File: config.mk
export PLATFORM = sky130hd
export DESIGN_NAME = mux_rr_arbiter_flat
export DESIGN_NICKNAME = d
export VERILOG_FILES = /design/src/rtl/mux_rr_arbiter_if.sv /design/src/rtl/mux_rr_arbiter.sv /design/src/flat_wrapper.sv
export SDC_FILE = /design/constraint.sdc
export NUM_CORES = 1
export LEC_CHECK = 0
export CAP_MARGIN = 10
export CORE_MARGIN = 3
export CORE_UTILIZATION = 32
export CTS_CLUSTER_SIZE = 28
export DETAILED_ROUTE_END_ITERATION = 8
export PLACE_DENSITY = 0.77
export SLEW_MARGIN = 30
export SYNTH_ARGS = -nofsm -noshare
export SYNTH_HDL_FRONTEND = slang
export SYNTH_SLANG_ARGS = --single-unit
File: constraint.sdc
create_clock -name clk -period 1.7 [get_ports clk]
set_input_delay 0.34 -clock clk [delete_from_list [all_inputs] [get_ports clk]]
set_output_delay 0.34 -clock clk [all_outputs]
set_load 0.01 [all_outputs]
File: src/rtl/mux_rr_arbiter_if.sv
// Handshake bundle between requesters, the round-robin output stage and the downstream sink.
// The lock vector exists only when MUX_ARB_LOCK_EN is defined.
interface mux_rr_arbiter_if #(
  parameter int N = 4
);
  logic [3:0]   req_valid;
  logic [N-1:0] in [3:0];
  logic         aux;
  logic [3:0]   req_ready;
  logic         out_valid;
  logic         out_ready;
  logic [N-1:0] out_data;
  logic         out_aux;
  logic [1:0]   out_sel;
`ifdef MUX_ARB_LOCK_EN
  logic [3:0]   lock;
`endif

  modport master (
    output req_valid, in, aux, out_ready,
`ifdef MUX_ARB_LOCK_EN
    output lock,
`endif
    input  req_ready, out_valid, out_data, out_aux, out_sel
  );

  modport slave (
    input  req_valid, in, aux, out_ready,
`ifdef MUX_ARB_LOCK_EN
    input  lock,
`endif
    output req_ready, out_valid, out_data, out_aux, out_sel
  );
endinterface

File: src/rtl/mux_rr_arbiter.sv
// Four-way round-robin arbiter feeding a single registered output word.
// Define MUX_ARB_LOCK_EN to add per-requester lock that pins the grant to one owner.
//
// state | meaning
// EMPTY | no word held, out_valid=0, any valid requester may load
// FULL  | word held in out_data/out_sel/out_aux, reload only when out_ready=1
module mux_rr_arbiter #(
  parameter int N = 4
) (
  input logic             clk,
  input logic             rst_n,
  mux_rr_arbiter_if.slave bus
);
  typedef enum logic {EMPTY = 1'b0, FULL = 1'b1} state_t;

  state_t     state;
  logic [1:0] ptr;
  logic [1:0] g;
  logic       found;
  logic       load_en;
  logic       transfer;
  logic [3:0] grant;
`ifdef MUX_ARB_LOCK_EN
  logic       locked;
  logic [1:0] lock_owner;
`endif

  assign load_en       = (state == EMPTY) | bus.out_ready;
  assign bus.out_valid = (state == FULL);

  always_comb begin : winner
    logic [1:0] idx;
    found = 1'b0;
    g     = ptr;
    idx   = ptr;
    for (int i = 0; i < 4; i++) begin
      idx = ptr + 2'(i);
      if (!found && bus.req_valid[idx]) begin
        found = 1'b1;
        g     = idx;
      end
    end
`ifdef MUX_ARB_LOCK_EN
    // A held lock overrides the rotating search entirely.
    if (locked) begin
      found = bus.req_valid[lock_owner];
      g     = lock_owner;
    end
`endif
  end

  always_comb begin
    grant = 4'b0000;
    if (found && load_en && rst_n) grant[g] = 1'b1;
  end

  assign bus.req_ready = grant;
  assign transfer      = |grant;

  always_ff @(posedge clk or negedge rst_n) begin
    if (!rst_n) begin
      state        <= EMPTY;
      ptr          <= 2'd0;
      bus.out_data <= {N{1'b0}};
      bus.out_aux  <= 1'b0;
      bus.out_sel  <= 2'd0;
`ifdef MUX_ARB_LOCK_EN
      locked       <= 1'b0;
      lock_owner   <= 2'd0;
`endif
    end else begin
      if (transfer) begin
        state        <= FULL;
        bus.out_data <= bus.in[g];
        bus.out_sel  <= g;
        bus.out_aux  <= (g == 2'd3) ? bus.aux : 1'b0;
`ifdef MUX_ARB_LOCK_EN
        if (locked) begin
          if (!bus.lock[g]) begin
            locked <= 1'b0;
            ptr    <= g + 2'd1;
          end
        end else begin
          ptr <= g + 2'd1;
          if (bus.lock[g]) begin
            locked     <= 1'b1;
            lock_owner <= g;
          end
        end
`else
        ptr <= g + 2'd1;
`endif
      end else if (bus.out_ready && state == FULL) begin
        state <= EMPTY;
      end
    end
  end
endmodule
File: src/flat_wrapper.sv
// flat-port wrapper written by rule: the top's interface ports become plain ports
module mux_rr_arbiter_flat 
#(
  parameter int N = 4
)
  (clk, rst_n, bus_req_valid, bus_in, bus_aux, bus_out_ready, bus_req_ready, bus_out_valid, bus_out_data, bus_out_aux, bus_out_sel);
  mux_rr_arbiter_if #(.N(N)) bus_i ();
  input logic clk;
  input logic rst_n;
  input wire logic [$bits(bus_i.req_valid)-1:0] bus_req_valid;
  input wire logic [$bits(bus_i.in)-1:0] bus_in;
  input wire logic [$bits(bus_i.aux)-1:0] bus_aux;
  input wire logic [$bits(bus_i.out_ready)-1:0] bus_out_ready;
  output wire logic [$bits(bus_i.req_ready)-1:0] bus_req_ready;
  output wire logic [$bits(bus_i.out_valid)-1:0] bus_out_valid;
  output wire logic [$bits(bus_i.out_data)-1:0] bus_out_data;
  output wire logic [$bits(bus_i.out_aux)-1:0] bus_out_aux;
  output wire logic [$bits(bus_i.out_sel)-1:0] bus_out_sel;
  assign bus_i.req_valid = bus_req_valid;
  assign bus_i.in = {>>{bus_in}};
  assign bus_i.aux = bus_aux;
  assign bus_i.out_ready = bus_out_ready;
  assign bus_req_ready = bus_i.req_ready;
  assign bus_out_valid = bus_i.out_valid;
  assign bus_out_data = bus_i.out_data;
  assign bus_out_aux = bus_i.out_aux;
  assign bus_out_sel = bus_i.out_sel;
  mux_rr_arbiter #(.N(N)) u_core (.clk(clk), .rst_n(rst_n), .bus(bus_i));
endmodule
---- After elaboration in Yosys (flattened, before gate mapping) ----
Cells that the tools add are included.
storage, ports and cells
  flip-flop bits (word level) ............. 10
  latch bits .............................. 0
  memory bits (writable) .................. 0
  bits in read-only memories .............. 0
  output and inout bits ................... 12
  memories kept ........................... 0
cells by class
  add/sub/neg operators ................... 4
  multipliers ............................. 0
  divide/modulo/power cells ............... 0
  $lt $le $gt $ge ......................... 6
  equal/unequal tests ..................... 1
  shift-type cells ........................ 0
  mux-type cells .......................... 23
  bitwise logic cells ..................... 2
  reduce and logical (&&, ||, !) cells .... 12
operator list
  cell                 count
  $lt 2x3->1 const B   5
  $mux 1               12
  $bmux 1 s2           4
  $bmux 4 s2           1
  $mux 4               2
  $logic_and 1x1->1    7
  $mux 2               3
  $add 2x1->2 const B  2
  $add 2x2->2 const B  2
  $reduce_or 4->1      1
  $logic_not 1->1      3
  $demux 1 s2          1
  $eq 2x2->1 const B   1
  $ge 2x1->1 const B   1
  $reduce_bool 2->1    1
  $not 1->1            1
  $or 1x1->1           1

---- Longest topological paths before layout ----
Gate-level depths: netlist of run 1.
  depth after elaboration ................. 19
  depth in mapped cells ................... 6
  depth with buffers taken out ............ 5

---- Worst setup path after synthesis of run 1 ----
No wires, ideal clock.
  path type ............................... register to output
  start point ............................. reg u_core.ptr[1]
  end point ............................... out bus_req_ready[1]
  arrival time ............................ 1413 ps
  setup slack ............................. -53 ps
  stages on the path, launching flop included .. 6
  buffers on the path ..................... 1
  cell sequence ........................... dfrtp_1 -> buf_2 -> o22ai_1 -> a221o_2 -> nor3_4 -> nor2b_1
on the way
  word-level cells in the longest chain between the ends .. 17
  elaborated cells on any way between the ends .. 32
ends and longest elaborated chain
  what                                                 RTL line              source
  start, declared                                      mux_rr_arbiter.sv:17  logic [1:0] ptr;
  start signal, assigned                               mux_rr_arbiter.sv:91  ptr <= g + 2'd1;
  branches (longest 16 deep; another with $lt 2x3->1)  -
  $mux 4 (*)                                           mux_rr_arbiter.sv:54  if (found && load_en && rst_n) grant[g] = 1'b1;
  end, declared                                        flat_wrapper.sv:14    output wire logic [$bits(bus_i.req_ready)-1:0] bus_req_ready;
Mark *: on every way between the ends. The select of a mux whose other input is x is not followed.

---- Worst setup path after layout of run 1 ----
  start point ............................. in rst_n
  end point ............................... out bus_req_ready[1]
on the way
  word-level cells in the longest chain between the ends .. 2
ends and longest elaborated chain
  what               RTL line              source
  start, declared    flat_wrapper.sv:9     input logic rst_n;
  $logic_and 1x1->1  mux_rr_arbiter.sv:54
  $mux 4             mux_rr_arbiter.sv:54
No other way between the ends.

==> impl_metrics.py, run 1 <==
metrics = {
    "grt": {
        "grt_usage": 0.1831,
        "grt_overflow": 0,
        "grt_pass1_vias": 835,
        "grt_pass1_wl_mm": 3.691,
        "grt_max_degree": 14,
        "grt_antenna_before_repair": 0,
    },
    "clocking": {
        "cts_buffer_depth": 2,
        "cts_tree": "done",
        "clk-insertion-delay-late_ns": 0.27,
        "cts_buffers": 3,
        "hold_buffers": 0,
        "path_clk_slew_ns": 0.06,
        "clockRootBuffer": "clkbuf_4",
        "ctsHtreeMaxLevel": 1,
        "cts.sinks": 10,
    },
    "sta": {
        "fin_crit_sh": 1.190,
        "drv_slew": 0,
        "fin_tns_setup_ns": -1.255,
        "relSlewSlack": 0.7840,
        "hold_viol": 0,
        "rsz0062_at_grt": "true",
        "setup_ws_ns": -0.3232,
        "setup_viol": 7,
        "worstMarginPinSlew_ns": 0.3240,
        "period_needed_ns": 2.023,
        "skew_ns": 0.001347,
        "max_freq_mhz": 494.3,
    },
    "worst_setup_path": {
        "rrSetupSlack_ns": -0.02,
        "worstPathRequired_ns": 1.36,
        "path_class": "input port to primary output",
        "critical_path.n_buffers_inverters": 3,
        "crit_top_cell": "buf_6",
        "cpLargestDelayFamily": "buffers and inverters",
        "crit_path_max_incr_delay_ns": 0.53,
        "crit_start": "rst_n",
        "worstReg2RegStart": "u_core.ptr[0]",
        "critical_path.slowest_cell": "clkdlybuf4s50_1",
        "worstPathCellList": "clkdlybuf4s50_1 -> o41ai_4 -> nand2b_4 -> nor3_4 -> buf_6 -> nor2b_4 -> buf_6",
        "crit_fanout": 2,
        "start_kind": "input port",
        "end_kind": "primary output",
        "cp.arrival_ns": 1.68,
    },
    "place": {
        "io_buffers": 35,
        "place_inst": 149,
        "hpwl_mm": 1.638,
        "place.gp.congestion": 0.8081,
    },
    "pwr": {
        "ir_drop_uv": 667.1,
        "p_total_w": 0.001503,
        "p_per_area_nw_per_um2": 1137,
        "power_leakage_nw": 0.6133,
    },
    "logic_synthesis": {
        "seq_area_frac_synth": 0.3704,
        "synth_fp_nets": 97,
        "ys_ff_latch": 10,
        "syn_area_per_cell_um2": 9.255,
        "synth_top_area_cell": "dfrtp_1",
        "synth_common_cells": "dfrtp_1 (10), nor2_1 (7), o21ai_0 (7)",
        "yosysTopAreaCellShare": 0.3704,
        "synth_ff_type": "dfrtp_1",
        "synth_edf_count": 0,
        "synthesis.area_um2": 675.6,
        "synthDistinctLibCells": 27,
        "synthArstFlopShare": 1.000,
        "yosysMostFrequentCell": "dfrtp_1",
        "synthCells": 73,
        "yosys-top-cells-area": "dfrtp_1 (37%), a41o_1 (5.9%), mux2i_1 (5.9%)",
        "yosys_warnings": 0,
    },
    "floorplanning": {
        "io_pins": 36,
        "die_x_um": 51.95,
        "initial_core_util": 0.3636,
        "rows": 15,
        "dieArea_um2": 2699,
        "die_h_um": 51.95,
        "coreArea_um2": 1858,
    },
    "final_layout": {
        "drive_above_1_share": 0.3955,
        "antenna_cells": 0,
        "areaGrowthSynthToFinish_pct": 95.74,
        "nFillCells": 141,
        "instances_no_fill": 159,
        "nets": 160,
    },
    "outcome": {
        "status": "finished with violations",
        "violations": "negative setup slack",
    },
    "drt": {
        "vias_per_cell": 5.145,
        "vias": 818,
        "drt_iter0_markers": 8,
        "drt-total-wl_mm": 2.313,
        "wl_per_cell_um": 14.55,
        "dr.pass1.iters": 4,
        "final_antenna_net_count": 0,
        "post-route-drc-count": 0,
    },
    "worst_hold_path": {
        "hp-class": "input port to async pin",
    },
    "run": {
        "drv_cap": 0,
    },
}
-- area by class of cell --
cell class	instances	area, um2	area share
Inverter	1	3.754	0.002838
Timing Repair Buffer	60	533.0	0.4030
Tap cell	25	31.28	0.02365
Multi-Input combinational cell	60	480.5	0.3633
Sequential cell	10	251.5	0.1902
Clock buffer	3	22.52	0.01703
-- through the flow --
step           hold slack [ns]  setup slack, ns    util  area, um2
2_1_floorplan          0.04441          0.01803       -      683.2
3_3_place_gp            0.4663          -0.9544  0.6411       1191
3_5_place_dp            0.4765          -0.9856  0.6411       1191
4_1_cts                 0.4768          -0.4169  0.6963       1294
5_1_grt                 0.4918          -0.4100  0.7118       1323
6_report                0.4701          -0.3232  0.7118       1323
-- final timing paths --
path / to / depth (start not counted)
min in group clk: u_core.bus.out_sel[0] / 1
setup / recovery: bus_req_ready[1] / 7
hold reg to reg: u_core.bus.out_sel[0] / 1
setup reg to reg: u_core.bus.out_data[3] / 7
hold / removal: u_core.ptr[1] / 2
max in group asynchronous: u_core.ptr[0] / 2
-- layer usage --
| layer | vias up | part of all wire | track usage | routed length [um] |
|---|---|---|---|---|
| met5 | - | 0 | 0 | 0 |
| met4 | 0 | 0.025 | 0.07860 | 57 |
| met3 | 6 | 0.080 | 0.04298 | 185 |
| met2 | 42 | 0.48 | 0.2950 | 1104 |
| met1 | 370 | 0.42 | 0.2313 | 967 |
| li1 | 400 | - | - | - |
-- worst reg2reg max path, stage by stage, from the launching register on --
cell      delay, ns
dfrtp_2        0.42
o22ai_2        0.09
buf_4          0.14
a221oi_1       0.31
buf_4          0.19
nand3_1        0.08
a41o_1         0.25
a31oi_1        0.16
-- timing repair --
action | CTS | global route
pin swaps | 4 | 3
resized for setup | 35 | 9
setup endpoints to repair | 11 | 9
gates cloned | 0 | 1
buffers inserted | 5 | 1
-- state kept, by name (all words and copies together) (netlist names) --
signal,count
u_core.bus.out_aux,1
u_core.bus.out_data,4
u_core.bus.out_sel,2
u_core.bus.out_valid,1
u_core.ptr,2
-- layout by cell type, fill, tap and decap left out, types with 2 or more instances in the layout --
| cell | n |
|---|---|
| a31oi_1 | 4 |
| a41o_1 | 4 |
| buf_2 | 3 |
| buf_4 | 21 |
| buf_6 | 5 |
| clkbuf_4 | 3 |
| clkdlybuf4s50_1 | 27 |
| dfrtp_1 | 9 |
| dlygate4sd2_1 | 2 |
| mux2i_1 | 4 |
| nand2_1 | 5 |
| nand2_2 | 2 |
| nand3_1 | 4 |
| nor2_1 | 7 |
| nor2b_2 | 3 |
| nor2b_4 | 2 |
| nor3_2 | 2 |
| o21ai_0 | 7 |
-- cell families after synthesis --
group / share of synthesized area
xor+xnor: 0.01297
mux: 0.05926
flops: 0.3704
simple gates: 0.2741
compound gates: 0.2648
buf+inv: 0.01850
-- where the power goes --
group          internal (W)  switching (W)  total, W  leakage, nW
logic              0.000539       0.000408  0.000947        0.484
clock network     0.0000820      0.0000823  0.000164       0.0138
registers          0.000326      0.0000656  0.000392        0.116
No activity file was read; power rests on OpenSTA's default activity.
==> inputs of run 2 (changes only) <==
- ABC_CLOCK_PERIOD_IN_PS: unset -> 1700
==> results of run 2 <==
Final layout, timing and power as in run 1 (identical DEF).
